File: src/rtl/board_cursor_ctrl.sv
// Board cursor controller: edge-detected move/side/disk requests drive an erase/box/disk plot handshake.
// Define CURSOR_WRAP_EN to wrap the cursor at board edges; otherwise out-of-range moves are blocked.
//   state | meaning
//   IDLE  | waiting for an input event, no plot pending
//   ERASE | erase box at the cell the cursor just left
//   BOX   | draw box at the new cursor cell
//   DISK  | draw a disk of the latched side at the cursor cell
module board_cursor_ctrl #(
  parameter int BOARD_N    = 8,
  parameter int CELL_PITCH = 13,
  parameter int X_ORIGIN   = 9,
  parameter int Y_ORIGIN   = 9,
  localparam int CW        = $clog2(BOARD_N)
) (
  input  logic          clock,
  input  logic          resetn,
  input  logic          move_up,
  input  logic          move_down,
  input  logic          move_left,
  input  logic          move_right,
  input  logic          turn_side,
  input  logic          place_disk,
  input  logic          plot_ack,
  output logic [CW-1:0] x,
  output logic [CW-1:0] y,
  output logic [7:0]    x_plot,
  output logic [6:0]    y_plot,
  output logic [1:0]    select,
  output logic          plot_req,
  output logic          side,
  output logic          busy
);

  typedef enum logic [1:0] {IDLE, ERASE, BOX, DISK} state_t;

`ifdef CURSOR_WRAP_EN
  localparam bit WRAP = 1'b1;
`else
  localparam bit WRAP = 1'b0;
`endif

  localparam logic [CW-1:0] MAX = CW'(BOARD_N - 1);

  state_t        state, state_next;
  logic [5:0]    lvl, hist, ev;
  logic          ev_right, ev_left, ev_down, ev_up, ev_turn, ev_disk;
  logic [CW-1:0] x_next, y_next, tx, ty;
  logic          mv_ok;
  logic [7:0]    x_plot_next;
  logic [6:0]    y_plot_next;
  logic [1:0]    select_next;

  function automatic logic [7:0] pix_x(input logic [CW-1:0] c);
    return 8'(X_ORIGIN + 32'(c) * CELL_PITCH);
  endfunction

  function automatic logic [6:0] pix_y(input logic [CW-1:0] r);
    return 7'(Y_ORIGIN + 32'(r) * CELL_PITCH);
  endfunction

  assign lvl = {place_disk, turn_side, move_up, move_down, move_left, move_right};
  assign ev  = lvl & ~hist;
  assign {ev_disk, ev_turn, ev_up, ev_down, ev_left, ev_right} = ev;

  // History resets to "held" so a level asserted through reset release yields no event.
  always_ff @(posedge clock or negedge resetn) begin
    if (!resetn) hist <= '1;
    else         hist <= lvl;
  end

  always_ff @(posedge clock or negedge resetn) begin
    if (!resetn) state <= IDLE;
    else         state <= state_next;
  end

  always_comb begin
    state_next  = state;
    x_next      = x;
    y_next      = y;
    x_plot_next = x_plot;
    y_plot_next = y_plot;
    select_next = select;
    tx          = x;
    ty          = y;
    mv_ok       = 1'b1;
    if (ev_up) begin
      if (y == '0) begin ty = MAX; mv_ok = WRAP; end
      else ty = y - CW'(1);
    end else if (ev_down) begin
      if (y == MAX) begin ty = '0; mv_ok = WRAP; end
      else ty = y + CW'(1);
    end else if (ev_left) begin
      if (x == '0) begin tx = MAX; mv_ok = WRAP; end
      else tx = x - CW'(1);
    end else if (ev_right) begin
      if (x == MAX) begin tx = '0; mv_ok = WRAP; end
      else tx = x + CW'(1);
    end
    case (state)
      IDLE: begin
        if (ev_disk) begin
          state_next  = DISK;
          select_next = {1'b1, side};
          x_plot_next = pix_x(x);
          y_plot_next = pix_y(y);
        end else if ((ev_up | ev_down | ev_left | ev_right) && mv_ok) begin
          state_next  = ERASE;
          x_next      = tx;
          y_next      = ty;
          select_next = 2'd0;
          x_plot_next = pix_x(x);
          y_plot_next = pix_y(y);
        end
      end
      ERASE: begin
        if (plot_ack) begin
          state_next  = BOX;
          select_next = 2'd1;
          x_plot_next = pix_x(x);
          y_plot_next = pix_y(y);
        end
      end
      BOX:     if (plot_ack) state_next = IDLE;
      DISK:    if (plot_ack) state_next = IDLE;
      default: state_next = IDLE;
    endcase
  end

  always_ff @(posedge clock or negedge resetn) begin
    if (!resetn) begin
      x        <= '0;
      y        <= '0;
      side     <= 1'b0;
      select   <= 2'd0;
      x_plot   <= 8'(X_ORIGIN);
      y_plot   <= 7'(Y_ORIGIN);
      plot_req <= 1'b0;
    end else begin
      x        <= x_next;
      y        <= y_next;
      select   <= select_next;
      x_plot   <= x_plot_next;
      y_plot   <= y_plot_next;
      plot_req <= (state_next != IDLE);
      if (ev_turn) side <= ~side;
    end
  end

  assign busy = (state != IDLE);

endmodule

File: config.mk
export PLATFORM = sky130hd
export DESIGN_NAME = board_cursor_ctrl
export DESIGN_NICKNAME = d
export VERILOG_FILES = /design/src/rtl/board_cursor_ctrl.sv
export SDC_FILE = /design/constraint.sdc
export NUM_CORES = 1
export LEC_CHECK = 0
export CORE_MARGIN = 8
export CORE_UTILIZATION = 48
export DETAILED_ROUTE_END_ITERATION = 10
export MAX_ROUTING_LAYER = met4
export PLACE_DENSITY = 0.74
export SKIP_LAST_GASP = 1
export SLEW_MARGIN = 20
export SYNTH_ARGS = -nofsm -noshare
export SYNTH_HDL_FRONTEND = slang
export SYNTH_SLANG_ARGS = --single-unit
export TNS_END_PERCENT = 30
File: constraint.sdc
create_clock -name clock -period 4.4 [get_ports clock]
set_input_delay 1.32 -clock clock [delete_from_list [all_inputs] [get_ports clock]]
set_output_delay 1.32 -clock clock [all_outputs]
set_load 0.01 [all_outputs]
== Word level (Yosys, flattened, before mapping) ==
Index checks and enable logic that the tools add are counted.

* Register bits: 33
* Latch bits: 0
* RAM bits: 0
* Memory bits (read-only): 0
* Input port bits: 9
* Output and inout port bits: 26
* Logic and storage cells: 79
* Memories kept: 0

* $add $sub $neg: 6
* Multiply operators: 2
* Divide/modulo/power cells: 0
* Order comparisons: 0
* Eq/ne operators: 7
* Shifts and indexed selects: 0
* Mux-type cells: 33
* Bitwise operators: 9
* Reductions and logical operators: 13

{| class="wikitable"
|+ Operators by type and width
! kind !! number
|-
| 3-bit two-way mux || 8
|-
| 8-bit two-way mux || 3
|-
| 7-bit two-way mux || 3
|-
| 8-bit one-hot mux with 2 select lines || 1
|-
| 3-bit by 4-bit multiplier with 7-bit output (second input constant) || 2
|-
| 2-bit two-way mux || 7
|-
| 7-bit one-hot mux with 2 select lines || 1
|-
| 2-bit nonzero test || 5
|-
| 4-bit by 7-bit adder with 8-bit output (first input constant) || 1
|-
| 1-bit two-way mux || 8
|-
| 4-bit by 7-bit adder with 7-bit output (first input constant) || 1
|-
| 3-bit by 1-bit adder with 3-bit output (second input constant) || 2
|-
| 6-bit bitwise AND || 1
|-
| 3-bit equality test (second input constant) || 2
|-
| 3-bit zero test || 2
|-
| 6-bit inverter || 1
|-
| 2-bit one-hot mux with 3 select lines || 1
|-
| 6-bit AND reduction || 1
|-
| 3-bit by 1-bit subtractor with 3-bit output (second input constant) || 2
|-
| 2-bit equality test (second input constant) || 2
|-
| 1-bit inverter || 4
|-
| 2-bit one-hot mux with 2 select lines || 1
|-
| 4-bit AND reduction || 1
|-
| 3-bit != test (second input constant) || 1
|-
| 7 further kinds || 9
|}

== Longest topological paths before layout ==
* Depth after elaboration: 11
* Gate-level depth with buffers: 9
* Depth with buffers taken out: 9

== Worst setup path before layout ==
Ideal clock, no wire load.

* Path kind: in2reg
* Start point: in move_left
* End point: reg x_plot[6]
* Setup time: 0.125 ns
* Arrival time: 2.758 ns
* Data required time: 4.275 ns
* Slack: 1.516 ns
* Cell stages on the path: 6
* Path buffers: 1
* Cell sequence: and3b_1 a311o_1 a221oi_4 nor2_4 buf_6 mux2_4

* Cells in the longest elaborated chain, start to end: 7
* Elaborated cells on any way between the ends: 9
* Those cells by class: eq/ne: 1; mux: 3; bitwise: 3; reduce/logical: 2

{| class="wikitable"
|+ RTL lines
! element !! line !! text
|-
| start, declared || 19 || <nowiki>input logic move_left,</nowiki>
|-
| 6-bit bitwise AND (*) || 62 || <nowiki>assign ev = lvl & ~hist;</nowiki>
|-
| 1-bit two-way mux || 92 || <nowiki>end else if (ev_left) begin</nowiki>
|-
| 1-bit two-way mux || 89 || <nowiki>end else if (ev_down) begin</nowiki>
|-
| 1-bit two-way mux || 86 || <nowiki>if (ev_up) begin</nowiki>
|-
| 1-bit logical AND (*) || 106 || <nowiki>end else if ((ev_up | ev_down | ev_left | ev_right) && mv_ok) begin</nowiki>
|-
| 3-bit != test (no source line) (*) || n/a ||
|-
| 3-bit AND reduction (no source line) (*) || n/a ||
|-
| end signal, assigned || 135 || <nowiki>x_plot <= 8'(X_ORIGIN);</nowiki>
|-
| end signal, assigned || 142 || <nowiki>x_plot <= x_plot_next;</nowiki>
|-
| end, declared || 26 || <nowiki>output logic [7:0] x_plot,</nowiki>
|}

Mark *: on every way between the ends. The rest lies on a longest branch, timed or not.
A chain may end at the register's enable or synchronous reset.

== Worst setup path after layout ==
* Start point: in move_down
* End point: reg x_plot[4]

* Cells in the longest elaborated chain, start to end: 7
* Elaborated cells on any way between the ends: 9
* Those cells by class: eq/ne: 1; mux: 2; bitwise: 4; reduce/logical: 2

{| class="wikitable"
|+ RTL lines
! element !! line !! text
|-
| start, declared || 18 || <nowiki>input logic move_down,</nowiki>
|-
| 6-bit bitwise AND (*) || 62 ||
|-
| 1-bit bitwise OR (3 in a row) || 106 ||
|-
| 1-bit logical AND (*) || 106 ||
|-
| 3-bit != test (no source line) (*) || n/a ||
|-
| 3-bit AND reduction (no source line) (*) || n/a ||
|}

Marked as above.

==> metrics.csv <==
metric,value,unit
power_density,874,nW/um^2
max_freq,312,MHz
track_usage,0.128,
min_period_over_period,0.729,
antenna_cells,0,
syn_avg_cell_area,11.7,sq um
wl,3.79,mm
clock-sinks,33,
rows,23,
antenna_found_initial,0,
fillers,330,
hold_violations,0,
vdd_drop_max,0.369,mV
gp_routability_congestion,0.780,
critical_path_arrival,3.37,ns
ys_types,36,
grt_pass1_vias,1378,
min_path_cells,1,
critPathCaptureType,register,
synth-warning-count,0,
clk_pin_slew_worst_paths,0.06,ns
power,2.09,mW
final_util,0.612,
holdWs,0.506,ns
dominantRegCellSynth,dfrtp_1,
worst-path-max-fanout,15,
crit_type,in -> reg,
setup_viol,0,
dr_total_vias,1321,
post-route-min-period,3.21,ns
nets,235,
ctsResizeCount,0,
ys_seq_area_frac,0.438,
rr_startpoint,x[1],
tightest_slew,0.576,ns
grt_pass1_wl,6.28,mm
met3WireLength,162,um
die-area,6260,sq um
drtPass1Iterations,4,
clk_latency,0.28,ns
area_delta_synth_final,25.0,%
hold_start,x_plot[2],
drive_above_1_share,0.176,
synth_edf_count,0,
drt-met1-wl,1.62,mm
synth_top_area_cell,dfrtp_1,
cts_tree,built,
syn_inst,164,
rsz0062_at_grt,false,
relSlewSlack,0.614,
synth.top_cell.area_share,0.301,
reg2reg_slack,1.78,ns
initial_utilization,0.489,
wl_met2,1.98,mm
cp_slowest_cell,clkdlybuf4s50_1,
critPathMaxStageDelay,0.49,ns
report.final.slew_viol_count,0,
htree_levels,2,
fin_skew,0.00667,ns
grt_overflow,0,
leakage,1.09,nW
worst_hold_path.endpoint,x_plot[2],
wl_per_cell,14.9,um
io_buffer_count,34,
core_region_area,3910,sq um
clock_path_buffers,2,
critPathBufInv,1,
fin_tns_setup,0,ns
synth_nets,195,
rr_endpoint,x_plot[6],
cts_buffers,5,
synthTopCellsByArea,"dfrtp_1 30%, dfstp_2 14%, ha_1 13%, mux2_4 7.1%, o21ai_0 3.7%",
critical_path_required,4.56,ns
drcViolationCount,0,
final-seq-area,838,sq um
antenna_left,0,
crit_chain,clkdlybuf4s50_1 -> nor2b_1 -> a311o_1 -> a221oi_4 -> nor2_4 -> mux2_2,
grt_start_max_net_pins,34,
rr_worst_depth,8,
worstHoldPathType,reg -> reg,
top_layer_used,met4,
drtIter0Drc,71,
drv_cap,0,
pin_count,35,
multi_input_area,1010,sq um
die_y,79.2,um
synthArstFlopShare,1.00,
via_per_inst,5.18,
critPathLaunchType,input pin,
die_w,79.2,um
path_delay_family,simple AND/OR/NAND/NOR gates,
synth_area,1910,sq um
dp_hpwl,3.03,mm
crit_cells,6,
cts-root-buf,clkbuf_8,
postCtsHoldBufs,0,
status,"complete, no violations",
ys_ff_latch,33,
cts_setup_buffers,0,
state kept, by name (all words and copies together), names as in the netlist:
name	cells
hist	6
x	3
state	2
y	3
x_plot	8
y_plot	7
plot_req	1
side	1
select	2
layout make-up:
cell class / instances / area share
clock buffers: 7 / 0.0319
clock inverters: 1 / 0.00314
flip-flops and latches: 33 / 0.350
multi-input cells: 115 / 0.421
well taps: 50 / 0.0261
inverters: 14 / 0.0220
repair buffers: 35 / 0.145
routing by layer:
layer  vias up  GRT usage
met5         -          -
met4         0     0.0389
met3         3     0.0327
met2        31      0.226
met1       641      0.138
li1        646          -
cell families after synthesis:
family	after synthesis	synth area share
flops	33	0.438
simple gates	32	0.0889
buf+inv	16	0.0353
mux	17	0.116
fa+ha+maj	22	0.152
xor+xnor	13	0.0595
compound gates	31	0.111
synth_stat cells, types with 2 or more instances:
| cell | number |
|---|---|
| a21oi_1 | 3 |
| a31oi_1 | 2 |
| a41oi_1 | 2 |
| dfrtp_1 | 23 |
| dfstp_2 | 10 |
| fa_1 | 2 |
| ha_1 | 20 |
| inv_1 | 14 |
| mux2_2 | 5 |
| mux2_4 | 9 |
| mux2i_1 | 3 |
| nand2_1 | 10 |
| nand2b_1 | 6 |
| nand3_1 | 4 |
| nor2_1 | 3 |
| nor2b_1 | 3 |
| o21ai_0 | 14 |
| or2_2 | 2 |
| xnor2_1 | 8 |
| xor2_1 | 5 |
metrics by stage:
step,std cells,instance area [sq um],worst slack (ns)
final,255,2390,1.19
after global routing,255,2390,1.06
after CTS,255,2390,1.19
after detailed placement,247,2310,0.891
after global placement,247,2310,0.985
after floorplan,164,1910,1.52
worst max-delay path by stage:
stage,startpoint,endpoint
2_1_floorplan,move_left,x_plot[6]
3_3_place_gp,move_down,x_plot[5]
3_5_place_dp,move_down,x_plot[5]
4_1_cts,move_down,x_plot[4]
5_1_grt,move_down,x_plot[4]
6_report,move_down,x_plot[4]
placed cells by master, fill, tap and decap left out, drive strengths merged, types with 2 or more instances in the layout:
cell,synthesis,routed
a31oi,2,2
clkbuf,1,7
xnor2,8,8
a41oi,2,2
dfrtp,23,23
o21ai,14,14
inv,14,14
nand3,4,4
clkdlybuf4s50,0,34
nor2,4,4
a21o,2,2
nand2b,6,6
nand2,10,10
or2,3,3
mux2i,3,3
mux2,14,14
ha,20,20
dfstp,10,10
xor2,5,5
fa,2,2
nor2b,3,3
a21oi,3,3
power by group:
part           switching, mW  leakage (nW)  total (mW)  internal [mW]
sequential             0.116         0.379       0.570          0.454
combinational          0.588         0.668        1.30          0.715
clock                  0.107        0.0385       0.219          0.112
worst register-to-register path, stage by stage (launching register included):
cell and delay [ns]:
dfrtp_1 0.51, inv_1 0.14, ha_1 0.21, ha_1 0.19, and3b_1 0.16, a311o_1 0.37, a221oi_4 0.40, nor2_4 0.19
mux2_4 0.33
Power figures use the tool's default switching activity.
